==> config.mk <==
export PLATFORM = sky130hd
export DESIGN_NAME = booth_mul_seq
export DESIGN_NICKNAME = d
export VERILOG_FILES = /design/src/rtl/booth_mul_seq.sv
export SDC_FILE = /design/constraint.sdc
export NUM_CORES = 1
export LEC_CHECK = 0
export BUFFER_PORTS_ARGS = -buffer_cell sky130_fd_sc_hd__buf_4
export CAP_MARGIN = 10
export CORE_ASPECT_RATIO = 0.8
export CORE_MARGIN = 5
export CORE_UTILIZATION = 25
export DETAILED_ROUTE_END_ITERATION = 16
export GPL_TIMING_DRIVEN = 0
export PLACE_DENSITY = 0.38
export SETUP_SLACK_MARGIN = 0.3
export SYNTH_ARGS = -nofsm -noshare
export SYNTH_HDL_FRONTEND = slang
export SYNTH_SLANG_ARGS = --single-unit
==> constraint.sdc <==
create_clock -name clk -period 9.9 [get_ports clk]
set_clock_uncertainty 0.2 [all_clocks]
set_input_delay 0.495 -clock clk [delete_from_list [all_inputs] [get_ports clk]]
set_output_delay 0.495 -clock clk [all_outputs]
set_load 0.005 [all_outputs]
==> src/rtl/booth_mul_seq.sv <==
// Sequential radix-2 Booth multiplier with run skipping.
// One scan cycle per run of identical multiplier bits; signed or unsigned
// operands; reports add/subtract/cycle counts for performance analysis.
module booth_mul_seq #(
    parameter int WIDTH = 32
) (
    input  logic                          clk,
    input  logic                          rst_n,
    input  logic                          start,
    input  logic                          is_signed,
    input  logic [WIDTH-1:0]              mtpr,
    input  logic [WIDTH-1:0]              mtpd,
    output logic                          busy,
    output logic                          done,
    output logic [$clog2(WIDTH+2)-1:0]    adds,
    output logic [$clog2(WIDTH+2)-1:0]    subs,
    output logic [$clog2(WIDTH+2)-1:0]    cycles,
    output logic [2*WIDTH-1:0]            prod
);

    localparam int CW = $clog2(WIDTH + 2);
    localparam logic [CW-1:0] N_SIGNED   = CW'(WIDTH);
    localparam logic [CW-1:0] N_UNSIGNED = CW'(WIDTH + 1);

    typedef enum logic [1:0] {
        ST_IDLE = 2'd0,
        ST_SCAN = 2'd1,
        ST_DONE = 2'd2
    } state_e;

    state_e               state_q, state_d;
    logic [WIDTH:0]       b_q, b_d;        // extended multiplier, bit WIDTH used only when unsigned
    logic [2*WIDTH-1:0]   m_q, m_d;        // extended multiplicand
    logic [CW-1:0]        n_q, n_d;        // scan length
    logic [CW-1:0]        pos_q, pos_d;
    logic [2*WIDTH-1:0]   prod_q, prod_d;
    logic [CW-1:0]        adds_q, adds_d;
    logic [CW-1:0]        subs_q, subs_d;
    logic [CW-1:0]        cycles_q, cycles_d;
    logic                 busy_q, busy_d;
    logic                 done_q, done_d;

    logic                 cur_bit_s;
    logic                 prev_bit_s;
    logic [CW-1:0]        pos_nxt_s;
    logic [2*WIDTH-1:0]   shifted_s;

    // Pick out B[pos] and B[pos-1] (B[-1] = 0) and find the start of the next run.
    always_comb begin
        cur_bit_s  = 1'b0;
        prev_bit_s = 1'b0;
        pos_nxt_s  = n_q;
        for (int i = 0; i <= WIDTH; i++) begin
            if (CW'(i) == pos_q) begin
                cur_bit_s = b_q[i];
            end else if (CW'(i + 1) == pos_q) begin
                prev_bit_s = b_q[i];
            end else begin
                cur_bit_s = cur_bit_s;
            end
        end
        // Walk downward so the lowest qualifying index is the one kept.
        for (int i = WIDTH; i >= 0; i--) begin
            if ((CW'(i) > pos_q) && (CW'(i) < n_q) && (b_q[i] != cur_bit_s)) begin
                pos_nxt_s = CW'(i);
            end else begin
                pos_nxt_s = pos_nxt_s;
            end
        end
        shifted_s = m_q << pos_q;
    end

    // Next-state logic for the controller and datapath registers.
    always_comb begin
        state_d  = state_q;
        b_d      = b_q;
        m_d      = m_q;
        n_d      = n_q;
        pos_d    = pos_q;
        prod_d   = prod_q;
        adds_d   = adds_q;
        subs_d   = subs_q;
        cycles_d = cycles_q;
        busy_d   = busy_q;
        done_d   = done_q;
        case (state_q)
            ST_IDLE, ST_DONE: begin
                if (start) begin
                    if (is_signed) begin
                        b_d = {mtpr[WIDTH-1], mtpr};
                        m_d = {{WIDTH{mtpd[WIDTH-1]}}, mtpd};
                        n_d = N_SIGNED;
                    end else begin
                        b_d = {1'b0, mtpr};
                        m_d = {{WIDTH{1'b0}}, mtpd};
                        n_d = N_UNSIGNED;
                    end
                    state_d  = ST_SCAN;
                    pos_d    = {CW{1'b0}};
                    prod_d   = {(2*WIDTH){1'b0}};
                    adds_d   = {CW{1'b0}};
                    subs_d   = {CW{1'b0}};
                    cycles_d = {CW{1'b0}};
                    busy_d   = 1'b1;
                    done_d   = 1'b0;
                end else begin
                    state_d = state_q;
                end
            end
            ST_SCAN: begin
                // A start pulse here is deliberately ignored.
                if (cur_bit_s && !prev_bit_s) begin
                    prod_d = prod_q - shifted_s;
                    subs_d = subs_q + {{(CW-1){1'b0}}, 1'b1};
                end else if (!cur_bit_s && prev_bit_s) begin
                    prod_d = prod_q + shifted_s;
                    adds_d = adds_q + {{(CW-1){1'b0}}, 1'b1};
                end else begin
                    prod_d = prod_q;
                end
                cycles_d = cycles_q + {{(CW-1){1'b0}}, 1'b1};
                pos_d    = pos_nxt_s;
                if (pos_nxt_s == n_q) begin
                    state_d = ST_DONE;
                    busy_d  = 1'b0;
                    done_d  = 1'b1;
                end else begin
                    state_d = ST_SCAN;
                end
            end
            default: begin
                state_d = ST_IDLE;
                busy_d  = 1'b0;
                done_d  = 1'b0;
            end
        endcase
    end

    // State and datapath registers; reset clears everything, aborting any scan.
    always_ff @(posedge clk or negedge rst_n) begin
        if (!rst_n) begin
            state_q  <= ST_IDLE;
            b_q      <= {(WIDTH+1){1'b0}};
            m_q      <= {(2*WIDTH){1'b0}};
            n_q      <= {CW{1'b0}};
            pos_q    <= {CW{1'b0}};
            prod_q   <= {(2*WIDTH){1'b0}};
            adds_q   <= {CW{1'b0}};
            subs_q   <= {CW{1'b0}};
            cycles_q <= {CW{1'b0}};
            busy_q   <= 1'b0;
            done_q   <= 1'b0;
        end else begin
            state_q  <= state_d;
            b_q      <= b_d;
            m_q      <= m_d;
            n_q      <= n_d;
            pos_q    <= pos_d;
            prod_q   <= prod_d;
            adds_q   <= adds_d;
            subs_q   <= subs_d;
            cycles_q <= cycles_d;
            busy_q   <= busy_d;
            done_q   <= done_d;
        end
    end

    assign busy   = busy_q;
    assign done   = done_q;
    assign adds   = adds_q;
    assign subs   = subs_q;
    assign cycles = cycles_q;
    assign prod   = prod_q;

endmodule

==> metrics.md, run 1 <==
| Metric | Value |
|---|---|
| Via/cell ratio | `5.52` |
| Clock buffer depth | `2` |
| Syn_area_per_cell | `7.88 um2` |
| Worst Path Max Fanout | `10` |
| Layout Nets | `2,523` |
| Synth top area cells | `dfrtp_1 24%, nand2_1 7.1%, mux4_2 5.2%` |
| Area grow syn2layout | `21.8%` |
| Sink Count | `160` |
| Main synth FF type | `dfrtp_1` |
| Initial antenna violation count | `2` |
| Status | `complete, no violations` |
| I/O Buffers | `151` |
| Grt total ovfl | `0` |
| Worst slew margin | `0.188` |
| Non-filler instance count after layout | `3,310` |
| Final instance area | `0.0206 mm2` |
| Pin count of the biggest net entering global routing | `82` |
| Core outline area | `0.0672 mm2` |
| Syn_nets | `2,284` |
| Routed WL | `84,600 um` |
| Seq/Total Area, Yosys | `0.237` |
| CTS root buf | `clkbuf_16` |
| Total iterations of the first detailed-routing run | `6` |
| Vias | `18,300` |
| RSZ-0062 raised after global routing | `no` |
| CP startpoint kind | `flop` |
| Fraction of layout cells with a size suffix above 1 | `0.152` |
| CTS Buf Count | `17` |
| Peak Freq | `0.107 GHz` |
| Crit-path slowest cell | `dfrtp_1` |
| CTS tree | `done` |
| Placed cell area | `0.0192 mm2` |
| Die area | `0.0730 mm2` |
| Yosys warning total | `0` |
| Vias in the first global route | `17,600` |
| Final period util | `0.944` |
| # placed instances | `3,212` |
| Clock Latency Late Sink | `0.51 ns` |
| DRT iter0 DRCs | `1,718` |
| Horiz. Die Dim | `301 um` |
| Max_cap viols | `0` |
| # setup viols final | `0` |
| Worst Tran Pin Value | `1.22 ns` |
| Post-DRT Antenna Nets | `0` |
| Most frequent cells after synthesis | `318 x nand2_1, 166 x nor2_1, 160 x dfrtp_1` |
| Clock-pin slew on the worst setup and hold paths | `0.09 ns` |
| Max Slew Vio Count | `0` |
| Post-synth top area cell | `dfrtp_1` |
| Mapped Cells | `2,146` |
| Setup total negative slack | `0 ns` |
| Critical Path Sink Type | `flop` |
| Crit path DAT | `9.50 ns` |
| First-pass GRT wire length | `124,000 um` |
| WP data required | `10.05 ns` |
| CP Class | `reg2reg` |
| Tmin final | `9.34 ns` |
| Final GP Congestion | `0.989` |
| Yosys reg bits | `160` |
| Die H | `243 um` |
| Post-synth ARST share | `1.00` |
| H-tree depth | `4` |
| DP HPWL | `67,500 um` |
| DRC violations left | `0` |
| Row cnt | `85` |
| Most frequent cell after synthesis | `nand2_1` |
| Crit-path max cell delay | `0.51 ns` |
| GRT Util Overall | `0.226` |
| Most common cell on crit path | `buf_2` |
| Worst Hold Class | `in2reg` |
| Final Hold Vio Count | `0` |
| Initial core utilization | `0.252` |
| Synth top area share | `0.237` |
| EDFF count, synth | `0` |
| Io pins | `152` |
| Post-synthesis instance area | `0.0169 mm2` |
| Distinct cells, synth | `99` |
| Routed len/inst | `25.6 um` |
## per-stage QoR
| stage | utilization | worst slack, ns | hold slack, ns |
|---|---|---|---|
| 4_1_cts | 0.305 | 0.293 | 0.00535 |
| 3_5_place_dp | 0.286 | -1.02 | 0.295 |
| 5_1_grt | 0.307 | 0.292 | 0.0499 |
| 3_3_place_gp | 0.286 | -1.02 | 0.278 |
| 6_report | 0.307 | 0.557 | 0.0348 |
| 2_1_floorplan | - | 2.20 | -0.000591 |
## cell families after synthesis
kind of cell | after synthesis | share of synthesized area
buf+inv | 182 | 0.0484
fa+ha+maj | 70 | 0.0522
mux | 138 | 0.116
simple gates | 829 | 0.231
compound gates | 638 | 0.248
xor+xnor | 129 | 0.0672
flops | 160 | 0.237
## critical path, delay by kind of cell (launching register included)
family	cells	cell delay, ns
adders and majority gates	2	0.52
AOI/OAI and AO/OA	19	4.33
DFF	1	0.51
xor gates and xnor gates	2	0.32
buffers and inverters	10	2.60
and+or+nand+nor	3	0.67
## final cells by class
| type | count | area [um2] |
|---|---|---|
| Sequential cell | 160 | 4000 |
| Multi-Input combinational cell | 1804 | 12200 |
| Clock buffer | 17 | 425 |
| Clock inverter | 13 | 124 |
| Timing Repair Buffer | 220 | 1850 |
| Antenna cell | 1 | 2.50 |
| Inverter | 45 | 169 |
| Fill cell | 7345 | 46600 |
| Tap cell | 913 | 1140 |
| Buffer | 137 | 674 |
## repair_timing
| item | 4_1_cts | 5_1_grt |
|---|---|---|
| pin swaps | 1 | 4 |
| hold endpoints to repair | 143 | 0 |
| setup buffers | 1 | 1 |
| gates resized for setup | 15 | 26 |
| setup endpoints to repair | 23 | 12 |
| hold buffers | 65 | 0 |
## routing by layer
layer | part of all wire | up-vias | wire (um) | GRT usage
met5 | 0 | - | 0 | 0
met4 | 0.016 | 0 | 1380 | 0.0434
met3 | 0.078 | 85 | 6600 | 0.0482
met2 | 0.41 | 772 | 34900 | 0.326
met1 | 0.49 | 9041 | 41700 | 0.347
li1 | - | 8369 | - | -
## flip-flops by register name, indices dropped and copies added (netlist names), 6 cells and up
name / flops
cycles: 6
adds: 6
b_q: 33
prod: 64
subs: 6
pos_q: 6
m_q: 33
## layout by cell type, fill, tap and decap left out, types with 10 or more instances in the layout
cell type	synthesis	final
o31ai_1	18	17
clkbuf_16	0	17
a22oi_1	10	10
nand4_1	11	11
o22ai_1	25	25
o21ai_0	155	155
a21oi_1	155	155
clkbuf_1	71	67
mux2_1	12	12
o21a_1	20	20
mux2_2	24	24
and2_1	14	14
a211oi_1	18	17
mux4_2	39	39
nor2_1	166	166
buf_1	20	15
inv_1	43	43
nor3_1	41	39
nand2b_1	30	30
buf_4	7	161
mux2i_1	55	55
nor2b_1	42	42
dlygate4sd3_1	0	65
a221oi_1	12	11
o211ai_1	18	18
buf_2	30	33
a21o_1	37	37
and3_1	23	23
o21bai_1	10	10
nand2_1	318	318
xor2_1	56	56
dfrtp_1	160	160
nand3_1	119	119
xnor2_1	72	72
a31oi_1	33	31
ha_1	69	69
## worst paths after layout
check	from	end	slack, ns	depth (start not counted)
max	pos_q[2]	prod[62]	0.56	36
max reg2reg	pos_q[2]	prod[62]	0.56	36
min	mtpr[18]	b_q[18]	0.03	3
max in group asynchronous	rst_n	prod[3]	8.23	3
min in group asynchronous	rst_n	cycles[5]	0.34	2
min reg2reg	cycles[5]	cycles[5]	0.31	1
Power of run 1 is left out: the tool's default activity adds up to more than one toggle a clock period on the data nets, which glitch-free logic cannot reach.
==> inputs of run 2 (changes only) <==
--- a/config.mk
+++ b/config.mk
@@ -12,7 +12,6 @@
 export CORE_UTILIZATION = 25
 export DETAILED_ROUTE_END_ITERATION = 16
 export GPL_TIMING_DRIVEN = 0
-export PLACE_DENSITY = 0.38
 export SETUP_SLACK_MARGIN = 0.3
 export SYNTH_ARGS = -nofsm -noshare
 export SYNTH_HDL_FRONTEND = slang
==> metrics.md, run 2 (synthesis results as in run 1) <==
| Metric | Value |
|---|---|
| GRT Util Overall | `0.204` |
| First-pass GRT wire length | `114,000 um` |
| Crit path DAT | `9.45 ns` |
| I/O Buffers | `151` |
| Sink Count | `160` |
| Final instance area | `0.0205 mm2` |
| WP data required | `10.05 ns` |
| Row cnt | `85` |
| CTS tree | `done` |
| Total iterations of the first detailed-routing run | `9` |
| Initial antenna violation count | `1` |
| Initial core utilization | `0.252` |
| Area grow syn2layout | `21.1%` |
| Commonest non-fill, non-tap cells in the layout | `318 x nand2_1, 166 x nor2_1, 160 x dfrtp_1` |
| Max Slew Vio Count | `0` |
| Final GP Congestion | `1.08` |
| # setup viols final | `0` |
| Worst hold slack | `0.0299 ns` |
| Final period util | `0.940` |
| CP Class | `reg2reg` |
| Layout Nets | `2,515` |
| Routed len/inst | `23.2 um` |
| Worst Tran Pin Value | `1.05 ns` |
| CTS root buf | `clkbuf_16` |
| Critical Path Sink Type | `flop` |
| Horiz. Die Dim | `301 um` |
| Clock-pin slew on the worst setup and hold paths | `0.07 ns` |
| CTS Buf Count | `17` |
| Vias | `18,400` |
| Tmin final | `9.31 ns` |
| Via/cell ratio | `5.56` |
| FILL cells | `7,333` |
| Core outline area | `0.0672 mm2` |
| Fraction of layout cells with a size suffix above 1 | `0.147` |
| Clock buffer depth | `2` |
| Max FFs per register | `64` |
| Seq. cell area | `0.00400 mm2` |
| Clock Latency Late Sink | `0.50 ns` |
| Placed cell area | `0.0192 mm2` |
| CP startpoint kind | `flop` |
| H-tree depth | `4` |
| Io pins | `152` |
| Final Hold Vio Count | `0` |
| Crit-path max cell delay | `0.63 ns` |
| Routed WL | `76,700 um` |
| Vias in the first global route | `17,200` |
| Worst Hold Class | `in2reg` |
| Worst Path Max Fanout | `10` |
| Pin count of the biggest net entering global routing | `92` |
| Peak Freq | `0.107 GHz` |
| Post-DRT Antenna Nets | `0` |
| DP HPWL | `60,500 um` |
| Status | `complete, no violations` |
| RSZ-0062 raised after global routing | `no` |
| DRC violations left | `0` |
| Area of the multi-input gates | `0.0121 mm2` |
| Worst slew margin | `0.291` |
| Commonest non-fill, non-tap cell in the layout | `nand2_1` |
| Grt total ovfl | `0` |
| DRT iter0 DRCs | `2,194` |
| Die H | `243 um` |
| Max_cap viols | `0` |
| Die area | `0.0730 mm2` |
| Crit-path slowest cell | `a2111oi_0` |
## run 2: cell types whose count changed in the layout (fill, tap and decap cells not counted), sizes merged
cell	previous run	this run
clkdlybuf4s15	1	0
inv	52	50
clkinvlp	1	2
bufinv	0	2
dlygate4sd3	65	59
clkbuf	87	93
clkinv	5	4
buf	221	216
## run 2: layout make-up
cell class,count,area share
diodes,1,0.000122
plain buffers,137,0.0324
clock buffers,19,0.0216
clock inverters,13,0.00727
inverters,45,0.00824
multi-input cells,1804,0.593
flip-flops and latches,160,0.195
well taps,913,0.0558
repair buffers,212,0.0862
## run 2: final timing paths
check | startpoint | end | slack (ns) | depth (start not counted)
worst min-delay path | mtpr[0] | b_q[0] | 0.03 | 3
max in group asynchronous | rst_n | prod[17] | 8.28 | 3
worst min register to register | cycles[5] | cycles[5] | 0.29 | 1
worst max register to register | pos_q[4] | prod[62] | 0.59 | 28
worst max-delay path | pos_q[4] | prod[62] | 0.59 | 28
min in group asynchronous | rst_n | cycles[5] | 0.31 | 2
## run 2: metrics by stage
stage                     TNS [ns]  instances  setup WS (ns)   util
final                            0       3304          0.593  0.305
after global routing             0       3303          0.298  0.305
after CTS                        0       3302          0.312  0.304
after detailed placement     -2.15       3211         -0.627  0.286
after global placement       -2.93       3210         -0.718  0.286
after floorplan                  0       2146           2.20      -
## run 2: critical path: cells and delay by family (launching register included)
kind	cells	cell delay [ns]
compound gates	14	3.91
simple gates	2	0.63
buf+inv	9	2.99
xor+xnor	1	0.16
fa+ha+maj	2	0.71
flops	1	0.54
## run 2: per-layer routing
| metal | part of all wire | track usage | vias to the layer above | routed length (um) |
|---|---|---|---|---|
| li1 | - | - | 8379 | - |
| met1 | 0.46 | 0.298 | 8917 | 35600 |
| met2 | 0.41 | 0.291 | 938 | 31400 |
| met3 | 0.10 | 0.0552 | 123 | 7710 |
| met4 | 0.025 | 0.0601 | 2 | 1920 |
| met5 | 0.00017 | 0 | - | 13 |
## run 2: timing repair
action | 4_1_cts | 5_1_grt
resized for setup | 6 | 15
setup buffers | 0 | 1
endpoints found under the hold margin | 127 | 0
hold buffers | 59 | 0
endpoints found under the setup margin | 14 | 9
pin swaps | 0 | 1
Power of run 2 is left out for the same reason.
